$ cat src/rtl/reg_pipe_chain.sv
// Enable-gated pipeline delay line: DEPTH register stages with travelling valid
// bits, a runtime output tap, synchronous flush and a fill-count "primed" flag.

module reg_pipe_chain_stage #(
   parameter int               WIDTH   = 18,
   parameter logic [WIDTH-1:0] RST_VAL = '0
) (
   input  logic             clk,
   input  logic             rst,
   input  logic             en_i,
   input  logic             clr_i,
   input  logic [WIDTH-1:0] d_i,
   input  logic             vld_i,
   output logic [WIDTH-1:0] q_o,
   output logic             vld_o
);
   logic [WIDTH-1:0] s_q, s_d;
   logic             v_q, v_d;

   // clr outranks en; flushed stages carry no valid history.
   always_comb begin
      s_d = s_q;
      v_d = v_q;
      if (clr_i) begin
         s_d = RST_VAL;
         v_d = 1'b0;
      end else if (en_i) begin
         s_d = d_i;
         v_d = vld_i;
      end
   end

   always_ff @(posedge clk or posedge rst) begin
      if (rst) begin
         s_q <= RST_VAL;
         v_q <= 1'b0;
      end else begin
         s_q <= s_d;
         v_q <= v_d;
      end
   end

   assign q_o   = s_q;
   assign vld_o = v_q;
endmodule

module reg_pipe_chain #(
   parameter int               WIDTH   = 18,
   parameter int               DEPTH   = 2,
   parameter logic [WIDTH-1:0] RST_VAL = '0
) (
   input  logic             clk,
   input  logic             rst,
   input  logic             en,
   input  logic             clr,
   input  logic [WIDTH-1:0] d,
   input  logic             vld_in,
   input  logic [3:0]       tap,
   output logic [WIDTH-1:0] q,
   output logic             vld_out,
   output logic             primed
);
   localparam logic [3:0] DEPTH4 = 4'(DEPTH);

   // Index 0 is the live input, so the tap mux and the chain share one array.
   logic [DEPTH:0][WIDTH-1:0] data;
   logic [DEPTH:0]            vld;
   logic [3:0]                cnt_q, cnt_d, tap_eff;

   assign data[0] = d;
   assign vld[0]  = vld_in;

   for (genvar k = 1; k <= DEPTH; k++) begin : g_stage
      reg_pipe_chain_stage #(.WIDTH(WIDTH), .RST_VAL(RST_VAL)) u_stage (
         .clk   (clk),
         .rst   (rst),
         .en_i  (en),
         .clr_i (clr),
         .d_i   (data[k-1]),
         .vld_i (vld[k-1]),
         .q_o   (data[k]),
         .vld_o (vld[k])
      );
   end

   // Fill counter saturates at DEPTH; with DEPTH=0 it sits at 0 and primed is stuck high.
   always_comb begin
      cnt_d = cnt_q;
      if (clr)
         cnt_d = '0;
      else if (en && (cnt_q != DEPTH4))
         cnt_d = cnt_q + 4'd1;
   end

   always_ff @(posedge clk or posedge rst) begin
      if (rst) cnt_q <= '0;
      else     cnt_q <= cnt_d;
   end

   assign primed  = (cnt_q == DEPTH4);
   assign tap_eff = (tap > DEPTH4) ? DEPTH4 : tap;

   always_comb begin
      q       = data[0];
      vld_out = vld[0];
      for (int k = 1; k <= DEPTH; k++) begin
         if (tap_eff == 4'(k)) begin
            q       = data[k];
            vld_out = vld[k];
         end
      end
   end
endmodule

$ cat config.mk
export PLATFORM = sky130hd
export DESIGN_NAME = reg_pipe_chain
export DESIGN_NICKNAME = d
export VERILOG_FILES = /design/src/rtl/reg_pipe_chain.sv
export SDC_FILE = /design/constraint.sdc
export NUM_CORES = 1
export LEC_CHECK = 0
export ABC_AREA = 1
export CAP_MARGIN = 10
export CORE_MARGIN = 2
export CORE_UTILIZATION = 52
export CTS_BUF_LIST = sky130_fd_sc_hd__clkbuf_4
export DETAILED_ROUTE_END_ITERATION = 12
export PLACE_DENSITY = 0.81
export SLEW_MARGIN = 20
export SYNTH_ARGS = -nofsm -noshare
export SYNTH_HDL_FRONTEND = slang
export SYNTH_SLANG_ARGS = --single-unit
$ cat constraint.sdc
create_clock -name clk -period 1.57 [get_ports clk]
set_clock_uncertainty 0.2 [all_clocks]
set_input_delay 0.157 -clock clk [delete_from_list [all_inputs] [get_ports clk]]
set_output_delay 0.157 -clock clk [all_outputs]
set_load 0.005 [all_outputs]
# Word-level counts from Yosys, hierarchy flattened
# Index checks and enable logic that the tools add are counted.
[op_classes] add_sub_neg=1 order_cmp=1 eq_ne=4 n_mux=15 reduce_logical=3
[op_table] op="two-way mux 18 bit" count=6
[op_table] op="two-way mux 4 bit" count=3
[op_table] op="== test 4 x 2 -> 1 bit, second input constant" count=2
[op_table] op="two-way mux 1 bit" count=6
[op_table] op="adder 4 x 1 -> 4 bit, second input constant" count=1
[op_table] op="== test 4 x 1 -> 1 bit, second input constant" count=1
[op_table] op="greater-than comparator 4 x 2 -> 1 bit, second input constant" count=1
[op_table] op="inequality test 4 x 2 -> 1 bit, second input constant" count=1
[op_table] op="nonzero test 2 bit" count=2
[op_table] op="logical AND 1 bit" count=1
[word_totals] register_bits=42 output_inout_bits=20 word_cells=29

# Depth between registers and ports, before layout
[logic_depth] ltp_word=5 ltp_mapped=8 depth_no_buf=8

# Hierarchy
# A second synthesis with hierarchy kept.
[unflattened] hier_cells=287 hier_area_um2=2274.7
[modules_own_cells] module="reg_pipe_chain_stage" instances=2 cells_per_inst=83 area_per_inst_um2=790.8
[modules_own_cells] module="reg_pipe_chain" instances=1 cells_per_inst=121 area_per_inst_um2=693.2

# Worst setup path after synthesis
# OpenSTA, ideal clock, no wires.
[synth_timing] kind="flip-flop to flip-flop" from="reg cnt_q[0]" to="reg cnt_q[3]" t_arrival_ns=0.964 required_time_ns=1.252 slack_ns=0.288 stages_incl_launch_ff=9 synth_period_minus_slack_ns=1.282 path_cell_list="dfrtp_1 inv_1 ha_1 nand2_1 nand2_1 nand2_1 inv_1 nand2_1 nand2_1"
[synth_via] elab_chain_len=3 word_cells_on_any_way=6
[synth_lines] element="from (decl)" line_no="68" text="logic [3:0] cnt_q, cnt_d, tap_eff;"
[synth_lines] element="from (signal assigned)" line_no="97" text="else cnt_q <= cnt_d;"
[synth_lines] element="adder 4 x 1 -> 4 bit / inequality test 4 x 2 -> 1 bit (equally long branches)" line_no="92, 91"
[synth_lines] element="two-way mux 4 bit / logical AND 1 bit (equally long branches)" line_no="91" text="else if (en && (cnt_q != DEPTH4))"
[synth_lines] element="two-way mux 4 bit / nonzero test 2 bit (equally long branches)"
# Several ways; a longest one is shown, not always the timed one. The select of a mux whose other input is x is not followed.
# A chain may end at the register's enable or synchronous reset.

# Final worst setup path
[layout_timing] from="reg g_stage[1].u_stage.s_q[0]" to="out q[0]"
[layout_via] elab_chain_len=2
[layout_lines] element="from (decl)" line_no="17" text="logic [WIDTH-1:0] s_q, s_d;"
[layout_lines] element="from (signal assigned)" line_no="35" text="s_q <= RST_VAL;"
[layout_lines] element="from (signal assigned)" line_no="38" text="s_q <= s_d;"
[layout_lines] element="two-way mux 18 bit (2 in a row)" line_no="107" text="if (tap_eff == 4'(k)) begin"
[layout_lines] element="to (decl)" line_no="59" text="output logic [WIDTH-1:0] q,"
# No other way between the ends.

==> results.sh <==
export IMPL_status="finished with violations"
export IMPL_violations="negative setup slack"
export IMPL_synth_compound_area_frac=0.249
export IMPL_overflow=0
export IMPL_synth_seq_area_share=0.477
export IMPL_drt_iter0_drc=259
export IMPL_first_pass_iters=4
export IMPL_slew_headroom=0.740
export IMPL_synth_top_family_by_area="compound AO/OA/AOI/OAI gates"
export IMPL_wl_per_cell_um=17.6
export IMPL_layout_commonest_cell="dfrtp_1"
export IMPL_fin_nets=361
export IMPL_ff_latch_area_mm2=0.00105
export IMPL_reg2reg_to="cnt_q[3]"
export IMPL_crit_type="register to output port"
export IMPL_final_cell_mix="42 x dfrtp_1, 37 x buf_4, 29 x nand2_1"
export IMPL_syn_num_nets=273
export IMPL_period_needed_ns=1.62
export IMPL_cts_max_path_buffers=2
export IMPL_critical_path_slowest_cell="dfrtp_1"
export IMPL_rr_worst_depth=8
export IMPL_syn_area_mm2=0.00220
export IMPL_power_frac_clock=0.232
export IMPL_ir_drop_mv=0.633
export IMPL_place_area_mm2=0.00285
export IMPL_dpl_worst_slack_ns=-0.585
export IMPL_period_share=1.03
export IMPL_diodes=0
export IMPL_endpoint="q[0]"
export IMPL_grt_usage=0.271
export IMPL_switching_power_uw=670
export IMPL_cts_buffers=5
export IMPL_wl_mm=6.75
export IMPL_clk_latency_ns=0.35
export IMPL_start_kind="register"
export IMPL_power_frac_seq=0.507
export IMPL_htree_levels=2
export IMPL_r2r_start="cnt_q[3]"
export IMPL_final_area_mm2=0.00314
export IMPL_comb_power_share=0.262
export IMPL_syn_inst=244
export IMPL_fill_cells=259
export IMPL_tightest_slew_ns=0.385
export IMPL_synth_warnings=0
export IMPL_die_area_mm2=0.00477
export IMPL_drt_antenna_violating_nets=0
export IMPL_core_mm2=0.00403
export IMPL_leakage_nw=1.53
export IMPL_rsz0062_at_grt="yes"
export IMPL_setup_viol=3
export IMPL_rows=23
export IMPL_worst_setup_path_end_kind="output port"
export IMPL_power_density_mw_per_mm2=731
export IMPL_synth_mux_area_frac=0
export IMPL_num_vias=2178
export IMPL_synth_xor_area_frac=0.00398
export IMPL_start_util=0.547
export IMPL_clk_pin_slew_ns=0.13
export IMPL_p_int_mw=1.62
export IMPL_fmax_mhz=616
export IMPL_viasPerCell=5.69
export IMPL_hold_class="primary input to register"
export IMPL_yosys_area_share_simple=0.119
export IMPL_cp_data_arrival_time_ns=1.27
export IMPL_crit_chain="inv_2, nand2_1, o211ai_1, o21ai_1, buf_2"
export IMPL_ys_types=24
export IMPL_final_hold_viol_count=0
export IMPL_grt_max_degree=43
export IMPL_fin_ws_ns=-0.0539
export IMPL_syn_to_final_growth_pct=42.4
export IMPL_antenna_found_initial=0
export IMPL_final_cells=383
export IMPL_io_buffers=46
export IMPL_grt_pass1_vias=2139
export IMPL_die_h_um=69.1
export IMPL_dpl_hpwl_mm=3.45
export IMPL_maxCapViolations=0
export IMPL_synth_adder_area_share=0.0114
export IMPL_final_layout_size_suffix_gt1_frac=0.372
export IMPL_grt_pass1_wl_mm=10.2
export IMPL_cts_root_buffer_cell="clkbuf_4"
export IMPL_dp_cells=349
export IMPL_multi_input_area_um2=870
export IMPL_cts_tree="done"
export IMPL_ys_ff_latch=42
export IMPL_switching_share=0.292
export IMPL_finalWeightedCongestion=0.769
export IMPL_ff2ff_setup_slack_ns=0.09
export IMPL_ios=47
export IMPL_cp_required_ns=1.21
export IMPL_crit_fanout=3
export IMPL_slowest_delay_ns=0.40
export IMPL_crit_path_start="g_stage[1].u_stage.q_o[0]"
export IMPL_cts_sinks=42
export IMPL_postSynthAreaPerCell_um2=9.03
export IMPL_chipWidth_um=69.1
export IMPL_drv_slew=0
export IMPL_drc=0
==> worst min-delay path by stage <==
stage | end | slack [ns] | startpoint | depth (start not counted)
global placement | g_stage[2].u_stage.q_o[1] | 0.31 | g_stage[2].u_stage.q_o[1] | 2
finish | g_stage[1].u_stage.q_o[0] | 0.22 | d[0] | 3
global route | g_stage[1].u_stage.q_o[0] | 0.24 | d[0] | 3
CTS | g_stage[1].u_stage.q_o[0] | 0.21 | d[0] | 3
detailed placement | g_stage[2].u_stage.q_o[4] | 0.31 | g_stage[2].u_stage.q_o[4] | 2
floorplan | g_stage[1].u_stage.q_o[10] | 0.10 | d[10] | 2
==> cell type report <==
class | instances | area share
sequential | 42 | 0.335
clock inverter | 2 | 0.00279
timing repair buffer | 98 | 0.297
tap | 50 | 0.0199
multi-input combinational | 140 | 0.277
clock buffer | 6 | 0.0144
inverter | 45 | 0.0538
==> per-layer routing <==
metal	up-vias	global-route usage	wire, um
met1	1041	0.344	2560
met3	23	0.0629	536
li1	999	-	-
met2	115	0.438	3420
met4	0	0.126	228
met5	-	0	0
==> stage by stage <==
| stage | power (mW) | hold slack (ns) | utilization | TNS [ns] |
|---|---|---|---|---|
| 5_1_grt | 2.39 | 0.241 | 0.779 | -0.520 |
| 4_1_cts | 2.23 | 0.214 | 0.759 | 0 |
| 2_1_floorplan | 1.42 | 0.104 | - | 0 |
| 3_3_place_gp | 1.65 | 0.306 | 0.708 | -9.75 |
| 6_report | 2.29 | 0.221 | 0.779 | -0.109 |
| 3_5_place_dp | 1.66 | 0.315 | 0.708 | -10.52 |
==> power groups by stage <==
| stage | sequential [mW] | combinational, mW | clock [mW] |
|---|---|---|---|
| 3_3_place_gp | 1.17 | 0.479 | 0 |
| 2_1_floorplan | 1.17 | 0.241 | 0 |
| 3_5_place_dp | 1.17 | 0.490 | 0 |
| 4_1_cts | 1.16 | 0.539 | 0.536 |
| 5_1_grt | 1.17 | 0.647 | 0.580 |
| 6_report | 1.16 | 0.600 | 0.531 |
==> Yosys cell counts <==
cell      number  area (um2)
inv_1         44         165
dfrtp_1       42        1050
nand2_1       31         116
o21ai_0       28         140
nand3_1       22         110
o22ai_1       19         119
o211ai_2      10         125
o21ai_2       10        87.6
o211ai_1       9        67.6
buf_4          6        45.0
buf_6          4        45.0
buf_2          3        15.0
clkbuf_1       2        7.51
ha_1           2        25.0
nand4_1        2        12.5
nor2_1         2        7.51
a21oi_1        1        5.00
buf_12         1        20.0
clkbuf_2       1        5.00
inv_2          1        3.75
nand2_2        1        6.26
nor3_2         1        10.0
o21ai_1        1        5.00
xor2_1         1        8.76
==> state kept, by name, summed over array words and instances (netlist names) <==
signal                 count
g_stage.u_stage.q_o       36
cnt_q                      4
g_stage.u_stage.vld_o      2
==> logic make-up after synthesis <==
family,after synthesis
buffers and inverters,62
XOR/XNOR,1
adder cells (fa/ha/maj),2
AND/OR/NAND/NOR,59
flip-flops,42
AO/OA/AOI/OAI,78
==> critical path, delay by kind of cell (launching register included) <==
kind / cells / cell delay (ns)
AOI/OAI and AO/OA: 2 / 0.24
DFF: 1 / 0.40
buffers and inverters: 2 / 0.22
and+or+nand+nor: 1 / 0.06
==> what timing repair did <==
item / CTS / global route
setup buffers: 12 / 9
endpoints found under the hold margin: 42 / 0
hold buffers: 1 / 0
pin swaps: 2 / 7
resized for setup: 107 / 26
endpoints found under the setup margin: 20 / 19
cloned: 4 / 0
Note: power is estimated with default switching activity, not from simulation.
